[src/rtl/lsu_split_pkg.sv]
// lsu_split_pkg: shared width/FSM encodings and the misalignment rule for the load/store splitter.
// Contents:
//   WIDTH_B/WIDTH_H/WIDTH_W/WIDTH_X - access width encodings (byte, half, word, illegal)
//   lsu_state_t                     - splitter FSM state (LSU_IDLE, LSU_SPLIT)
//   is_misaligned()                 - 1 when an access must be split into byte accesses
package lsu_split_pkg;
    localparam logic [1:0] WIDTH_B = 2'b00;
    localparam logic [1:0] WIDTH_H = 2'b01;
    localparam logic [1:0] WIDTH_W = 2'b10;
    localparam logic [1:0] WIDTH_X = 2'b11;
    typedef enum logic {LSU_IDLE = 1'b0, LSU_SPLIT = 1'b1} lsu_state_t;
    function automatic logic is_misaligned(input logic [1:0] width, input logic [1:0] addr_lo);
        return (width == WIDTH_H && addr_lo[0]) || (width == WIDTH_W && addr_lo != 2'b00);
    endfunction
endpackage

[src/rtl/lsu_split_if.sv]
// lsu_split_if: MEM-stage request/response plus data memory request port of the load/store splitter.
// Signals:
//   req_valid/req_we/req_width/req_sign/req_addr/req_wdata/flush - pipeline request
//   stall/resp_data                                              - pipeline response
//   dc_en/dc_rd/dc_width/dc_addr/dc_wdata/dc_sign                - memory request
//   dc_rdata                                                     - memory read data (same cycle)
// Modports: slave = the splitter, master = pipeline + memory environment.
interface lsu_split_if #(
    parameter int ADDR_WIDTH = 32,
    parameter int DATA_WIDTH = 32
);
    logic                  req_valid;
    logic                  req_we;
    logic [1:0]            req_width;
    logic                  req_sign;
    logic [ADDR_WIDTH-1:0] req_addr;
    logic [DATA_WIDTH-1:0] req_wdata;
    logic                  flush;
    logic                  stall;
    logic [DATA_WIDTH-1:0] resp_data;
    logic                  dc_en;
    logic                  dc_rd;
    logic [1:0]            dc_width;
    logic [ADDR_WIDTH-1:0] dc_addr;
    logic [DATA_WIDTH-1:0] dc_wdata;
    logic                  dc_sign;
    logic [DATA_WIDTH-1:0] dc_rdata;
    modport slave (
        input  req_valid, req_we, req_width, req_sign, req_addr, req_wdata, flush, dc_rdata,
        output stall, resp_data, dc_en, dc_rd, dc_width, dc_addr, dc_wdata, dc_sign
    );
    modport master (
        output req_valid, req_we, req_width, req_sign, req_addr, req_wdata, flush, dc_rdata,
        input  stall, resp_data, dc_en, dc_rd, dc_width, dc_addr, dc_wdata, dc_sign
    );
endinterface

[src/rtl/lsu_split_load_align.sv]
// lsu_load_align: assembles a split load from the accumulated bytes plus the final byte and extends it.
// Ports:
//   i_acc   - bytes captured in earlier split cycles (slot k = byte k)
//   i_byte  - final byte, taken straight from memory read data
//   i_width - access width (half or word)
//   i_sign  - sign-extend half-word results
//   o_data  - assembled load result
module lsu_load_align
    import lsu_split_pkg::*;
(
    input  logic [23:0] i_acc,
    input  logic [7:0]  i_byte,
    input  logic [1:0]  i_width,
    input  logic        i_sign,
    output logic [31:0] o_data
);
    logic [15:0] w_half;
    assign w_half = {i_byte, i_acc[7:0]};
    assign o_data = (i_width == WIDTH_W) ? {i_byte, i_acc} : {{16{i_sign & w_half[15]}}, w_half};
endmodule

[src/rtl/lsu_split.sv]
// lsu_split: load/store initiator that passes aligned accesses through and byte-serialises misaligned ones.
// Ports:
//   clk    - clock, rising edge
//   rst_n  - synchronous active-low reset
//   io_bus - lsu_split_if.slave: pipeline request/stall/resp_data and the memory dc_* port
module lsu_split
    import lsu_split_pkg::*;
#(
    parameter int ADDR_WIDTH = 32,
    parameter int DATA_WIDTH = 32
)(
    input  logic       clk,
    input  logic       rst_n,
    lsu_split_if.slave io_bus
);
    lsu_state_t r_state, w_state_nxt;
    logic [1:0]  r_cnt, w_cnt_nxt;
    logic [23:0] r_acc, w_acc_nxt;
    logic        w_act, w_mis, w_split, w_pass, w_last;
    logic [1:0]  w_k, w_last_k;
    logic [7:0]  w_wbyte;
    logic [31:0] w_asm;
    logic [ADDR_WIDTH-1:0] w_addr_k;

    // Reset and flush both kill the memory port combinationally.
    assign w_act    = rst_n & ~io_bus.flush & io_bus.req_valid & (io_bus.req_width != WIDTH_X);
    assign w_mis    = is_misaligned(io_bus.req_width, io_bus.req_addr[1:0]);
    // Misalignment is only judged in IDLE; in SPLIT the held request is trusted.
    assign w_split  = w_act & ((r_state == LSU_SPLIT) | w_mis);
    assign w_pass   = w_act & ~w_split;
    // Byte 0 is issued from IDLE, so the index is 0 there regardless of r_cnt.
    assign w_k      = (r_state == LSU_SPLIT) ? r_cnt : 2'd0;
    assign w_last_k = (io_bus.req_width == WIDTH_W) ? 2'd3 : 2'd1;
    assign w_last   = (w_k == w_last_k);
    assign w_wbyte  = 8'(io_bus.req_wdata >> {w_k, 3'b000});
    assign w_addr_k = io_bus.req_addr + ADDR_WIDTH'(w_k);

    lsu_load_align u_align (
        .i_acc   (r_acc),
        .i_byte  (io_bus.dc_rdata[7:0]),
        .i_width (io_bus.req_width),
        .i_sign  (io_bus.req_sign),
        .o_data  (w_asm)
    );

    assign io_bus.dc_en     = w_pass | w_split;
    assign io_bus.dc_rd     = (w_pass | w_split) & ~io_bus.req_we;
    assign io_bus.dc_width  = w_pass ? io_bus.req_width : WIDTH_B;
    assign io_bus.dc_addr   = w_pass ? io_bus.req_addr : w_split ? w_addr_k : '0;
    assign io_bus.dc_wdata  = w_pass ? io_bus.req_wdata : w_split ? DATA_WIDTH'(w_wbyte) : '0;
    assign io_bus.dc_sign   = w_pass & io_bus.req_sign;
    assign io_bus.stall     = w_split & ~w_last;
    assign io_bus.resp_data = w_pass ? io_bus.dc_rdata : w_split ? DATA_WIDTH'(w_asm) : '0;

    always_comb begin
        w_state_nxt = r_state;
        w_cnt_nxt   = r_cnt;
        w_acc_nxt   = r_acc;
        if (io_bus.flush) begin
            w_state_nxt = LSU_IDLE;
            w_cnt_nxt   = 2'd0;
        end else if (w_split) begin
            w_state_nxt = w_last ? LSU_IDLE : LSU_SPLIT;
            w_cnt_nxt   = w_last ? 2'd0 : w_k + 2'd1;
            // The last byte bypasses the accumulator, so only slots 0..2 are ever written.
            for (int j = 0; j < 3; j++)
                if (!w_last && w_k == 2'(j)) w_acc_nxt[8*j +: 8] = io_bus.dc_rdata[7:0];
        end
    end

    always_ff @(posedge clk) begin
        if (!rst_n) begin
            r_state <= LSU_IDLE;
            r_cnt   <= 2'd0;
            r_acc   <= '0;
        end else begin
            r_state <= w_state_nxt;
            r_cnt   <= w_cnt_nxt;
            r_acc   <= w_acc_nxt;
        end
    end
endmodule

[src/flat_wrapper.sv]
// flat-port wrapper written by rule: the top's interface ports become plain ports
module lsu_split_flat import lsu_split_pkg::*;
#(
    parameter int ADDR_WIDTH = 32,
    parameter int DATA_WIDTH = 32
)
  (clk, rst_n, io_bus_req_valid, io_bus_req_we, io_bus_req_width, io_bus_req_sign, io_bus_req_addr, io_bus_req_wdata, io_bus_flush, io_bus_dc_rdata, io_bus_stall, io_bus_resp_data, io_bus_dc_en, io_bus_dc_rd, io_bus_dc_width, io_bus_dc_addr, io_bus_dc_wdata, io_bus_dc_sign);
  lsu_split_if #(.ADDR_WIDTH(ADDR_WIDTH), .DATA_WIDTH(DATA_WIDTH)) io_bus_i ();
  input  logic clk;
  input  logic rst_n;
  input wire logic [$bits(io_bus_i.req_valid)-1:0] io_bus_req_valid;
  input wire logic [$bits(io_bus_i.req_we)-1:0] io_bus_req_we;
  input wire logic [$bits(io_bus_i.req_width)-1:0] io_bus_req_width;
  input wire logic [$bits(io_bus_i.req_sign)-1:0] io_bus_req_sign;
  input wire logic [$bits(io_bus_i.req_addr)-1:0] io_bus_req_addr;
  input wire logic [$bits(io_bus_i.req_wdata)-1:0] io_bus_req_wdata;
  input wire logic [$bits(io_bus_i.flush)-1:0] io_bus_flush;
  input wire logic [$bits(io_bus_i.dc_rdata)-1:0] io_bus_dc_rdata;
  output wire logic [$bits(io_bus_i.stall)-1:0] io_bus_stall;
  output wire logic [$bits(io_bus_i.resp_data)-1:0] io_bus_resp_data;
  output wire logic [$bits(io_bus_i.dc_en)-1:0] io_bus_dc_en;
  output wire logic [$bits(io_bus_i.dc_rd)-1:0] io_bus_dc_rd;
  output wire logic [$bits(io_bus_i.dc_width)-1:0] io_bus_dc_width;
  output wire logic [$bits(io_bus_i.dc_addr)-1:0] io_bus_dc_addr;
  output wire logic [$bits(io_bus_i.dc_wdata)-1:0] io_bus_dc_wdata;
  output wire logic [$bits(io_bus_i.dc_sign)-1:0] io_bus_dc_sign;
  assign io_bus_i.req_valid = io_bus_req_valid;
  assign io_bus_i.req_we = io_bus_req_we;
  assign io_bus_i.req_width = io_bus_req_width;
  assign io_bus_i.req_sign = io_bus_req_sign;
  assign io_bus_i.req_addr = io_bus_req_addr;
  assign io_bus_i.req_wdata = io_bus_req_wdata;
  assign io_bus_i.flush = io_bus_flush;
  assign io_bus_i.dc_rdata = io_bus_dc_rdata;
  assign io_bus_stall = io_bus_i.stall;
  assign io_bus_resp_data = io_bus_i.resp_data;
  assign io_bus_dc_en = io_bus_i.dc_en;
  assign io_bus_dc_rd = io_bus_i.dc_rd;
  assign io_bus_dc_width = io_bus_i.dc_width;
  assign io_bus_dc_addr = io_bus_i.dc_addr;
  assign io_bus_dc_wdata = io_bus_i.dc_wdata;
  assign io_bus_dc_sign = io_bus_i.dc_sign;
  lsu_split #(.ADDR_WIDTH(ADDR_WIDTH), .DATA_WIDTH(DATA_WIDTH)) u_core (.clk(clk), .rst_n(rst_n), .io_bus(io_bus_i));
endmodule
[config.mk]
export PLATFORM = sky130hd
export DESIGN_NAME = lsu_split_flat
export DESIGN_NICKNAME = d
export VERILOG_FILES = /design/src/rtl/lsu_split_pkg.sv /design/src/rtl/lsu_split_if.sv /design/src/rtl/lsu_split_load_align.sv /design/src/rtl/lsu_split.sv /design/src/flat_wrapper.sv
export SDC_FILE = /design/constraint.sdc
export NUM_CORES = 1
export LEC_CHECK = 0
export ABC_AREA = 1
export BUFFER_PORTS_ARGS = -buffer_cell sky130_fd_sc_hd__clkbuf_2
export CAP_MARGIN = 20
export CORE_ASPECT_RATIO = 1.5
export CORE_UTILIZATION = 40
export CTS_CLUSTER_DIAMETER = 80
export CTS_CLUSTER_SIZE = 12
export DETAILED_ROUTE_END_ITERATION = 7
export PLACE_DENSITY = 0.74
export SLEW_MARGIN = 30
export SYNTH_ARGS = -nofsm -noshare
export SYNTH_HDL_FRONTEND = slang
export SYNTH_HIERARCHICAL = 1
export SYNTH_SLANG_ARGS = --single-unit
[constraint.sdc]
create_clock -name clk -period 3.1 [get_ports clk]
set_input_delay 0.62 -clock clk [delete_from_list [all_inputs] [get_ports clk]]
set_output_delay 0.62 -clock clk [all_outputs]
set_load 0.01 [all_outputs]
==> metrics.md <==
| Metric | Value |
|---|---|
| First-pass GRT wire length | a little under 20 mm |
| Final Max Slew Viols | 0 |
| Setup-failing EPs final | 0 |
| Setup ws final | 0.2125 ns |
| Critical Path RT | 2.48 ns |
| Drt total wl | about 12 mm |
| Top-count cell post-synth | nand2_1 |
| Area Growth Syn to Fin | 30.04% |
| Number of enable flip-flop cells after synthesis | 0 |
| Fin nets | 950 |
| Clock-pin slew of the registers on the worst-case setup and hold paths | 0.07 ns |
| Row cnt | 42 |
| Crit path kind | flip-flop to output pin |
| Clock sinks | 27 |
| Largest net degree at the start of global routing | 56 |
| Die area | between 0.009 and 0.01 mm2 |
| Synth top cells by count | nand2_1 (161), nor2_1 (84), inv_1 (82) |
| Initial Util | 41.36% |
| PwrDens | 204.1 mW/mm2 |
| Cell variety after synth | 36 |
| Post-DP HPWL | 9.980 mm |
| CP max-delay cell | dfxtp_1 |
| Global route overflow | 0 |
| CTS buffer count | 3 |
| Clock root cell | clkbuf_16 |
| Syn_nets | 768 |
| Dpl ws | 0.2916 ns |
| Remaining antenna violation count | 0 |
| Crit path launch type | flip-flop |
| FFs w/ async S/R, synth | 0% |
| Crit-path cells | nand2_1, inv_1, ha_1, ha_1, inv_1, nand2_1, nand2_1, nor2_4, nand2_1, nor2_1, nor2_1, a21oi_1, clkbuf_2 |
| Diode count | 0 |
| Fraction of layout cells with a size suffix above 1 | a little under a third |
| Synth Instances | 661 |
| Maximum Capacitance Violations | 0 |
| Postcts setup bufs | 0 |
| CORE AREA | 0.008881 mm2 |
| Main synth FF type | dfxtp_1 |
| Seq. cell area | 540.5 um2 |
| H-tree Lvls | 1 |
| Worst path max stage delay | 0.38 ns |
| DR iter-0 viols | 218 |
| Seq/Total Area, Yosys | 14.71% |
| Yosys Warn Count | 6 |
| Crit Path Max Fanout | 5 |
| Die Span Y | 119.4 um |
| Die X | 80.25 um |
| Via Count | 4928 |
| Yosys top cell area share | 16.45% |
| Initial antenna violation count | 0 |
| Fmax | 346.3 MHz |
| Post-synth top area cell | nand2_1 |
| RSZ-0062 raised after global routing | false |
| All-layer global routing usage | 25.52% |
| Remaining DRCs | 0 |
| Maximum vdd drop | 0.1515 mV |
| Clk_skew | 0.008059 ns |
| Top Ports | 206 |
| CTS tree | built |
| Avg Cell Area, Syn | 5.558 um2 |
| Vias in the first global route | 4349 |
| Clk buf depth | 2 |
| Port Buffers | 205 |
| CP delay by family, top | simple AND/OR/NAND/NOR gates |
| Layout fillers | around 950 |
| Critical Path AT | 2.27 ns |
| Detailed Routing Iterations Pass 1 | 6 |
| RD Place Congestion | 0.9596 |
| Max transition margin | 55.77% |
| Hold/Removal Path Class | flip-flop to flip-flop |
| DR WL/cell | 13.05 um |
| Worst-margin pin slew | 0.6610 ns |
| Outcome | completed |
| CP most frequent cell | nand2_1 |
| Period utilization | ~93% |
| Worst skew pair latency | 0.26 ns |
| Worst path buffer plus inverter count | 3 |
| Synthesized flop and latch total | 27 |
| Top area cells in the synthesized netlist | nand2_1 (16%), dfxtp_1 (15%), nand3_1 (11%) |
| Final hold violations | 0 |
| Setup_tns | 0 ns |
| Area of the multi-input gates | 0.002530 mm2 |
| Static leakage | 2.574 nW |
| Post-Syn Area | 0.003674 mm2 |
| CP Capture Type | output pin |
| Final min period | 2.887 ns |
| Avg Vias per Cell | 5.176 |
report_power, final:
group	switching, mW	leakage (nW)	internal [mW]
Combinational	0.204	2.32	0.126
Clock	0.120	0.0371	0.175
Sequential	0.000887	0.218	0.348
Total	0.325	2.57	0.650
timing repair:
action / 4_1_cts / 5_1_grt
hold buffers: 0 / 0
gates resized for setup: 0 / 1
endpoints found under the hold margin: 0 / 0
endpoints found under the setup margin: 0 / 5
cells in the final DEF (no fill, tap or decap), drive strengths merged:
master	synthesis	routed
a21oi	35	35
nand4	8	8
o21ai	47	47
nor2	93	93
clkbuf	9	208
a31oi	3	3
a21boi	1	1
clkinv	1	1
o211ai	8	8
a22o	33	33
nand3	79	79
nor3	13	13
inv	89	89
o21a	1	1
ha	3	3
clkinvlp	0	1
xnor2	1	1
buf	30	11
dfxtp	27	27
xor2	4	4
nand2	176	176
state kept, by name, summed over array words and instances (netlist names):
signal,flops
u_core/r_cnt,2
u_core/r_acc,24
u_core/r_state,1
tightest hold or removal path: stages (launching register included):
cell	delay, ns
dfxtp_1	0.31
nand2_1	0.06
a21oi_1	0.05
per-layer routing:
| metal | up-vias | share of wire, % | GRT usage [%] | routed length (um) |
|---|---|---|---|---|
| met5 | - | 0 | 0 | 0 |
| met4 | 0 | 3.2 | 10.27 | 392 |
| met3 | 26 | 6.1 | 2.529 | 754 |
| met2 | 206 | 51 | 47.33 | 6372 |
| met1 | 2188 | 39 | 28.88 | 4901 |
| li1 | 2508 | - | - | - |
area by class of cell:
class                           instances  area share, %
Clock inverter                          1         0.1572
Tap cell                              110          2.881
Inverter                               90          7.124
Multi-Input combinational cell        505          52.96
Timing Repair Buffer                  216          23.99
Sequential cell                        27          11.31
Clock buffer                            3          1.572
path summary, 6_finish.rpt:
check,endpoint,cells past startpoint,from,slack [ns]
worst max-delay path,io_bus_dc_addr[10],13,u_core/r_state$_SDFFE_PP0P_,0.21
worst max register to register,u_core/r_acc[21]$_SDFFE_PN0P_,6,u_core/r_state$_SDFFE_PP0P_,1.20
worst min register to register,u_core/r_acc[17]$_SDFFE_PN0P_,2,u_core/r_acc[17]$_SDFFE_PN0P_,0.46
worst min-delay path,u_core/r_acc[17]$_SDFFE_PN0P_,2,u_core/r_acc[17]$_SDFFE_PN0P_,0.46
per-stage QoR:
step	total power, mW	area, um2	std cells	util (%)	hold slack (ns)
after detailed placement	0.6858	4690	948	52.80	0.4539
after CTS	0.9821	4772	952	53.73	0.4651
final	0.9749	4777	952	53.79	0.4633
after global routing	1.035	4777	952	53.79	0.4781
after floorplan	0.5363	3674	661	-	0.4412
after global placement	0.6859	4690	948	52.80	0.4485
cells by family after synthesis:
logic type      count (synthesis)  share of synthesized area [%]
simple gates                  369                          44.82
buf+inv                       129                          16.55
compound gates                128                          21.70
flops                          27                          14.71
xor+xnor                        5                          1.192
fa+ha+maj                       3                          1.022
No activity file was read; power rests on OpenSTA's default activity.
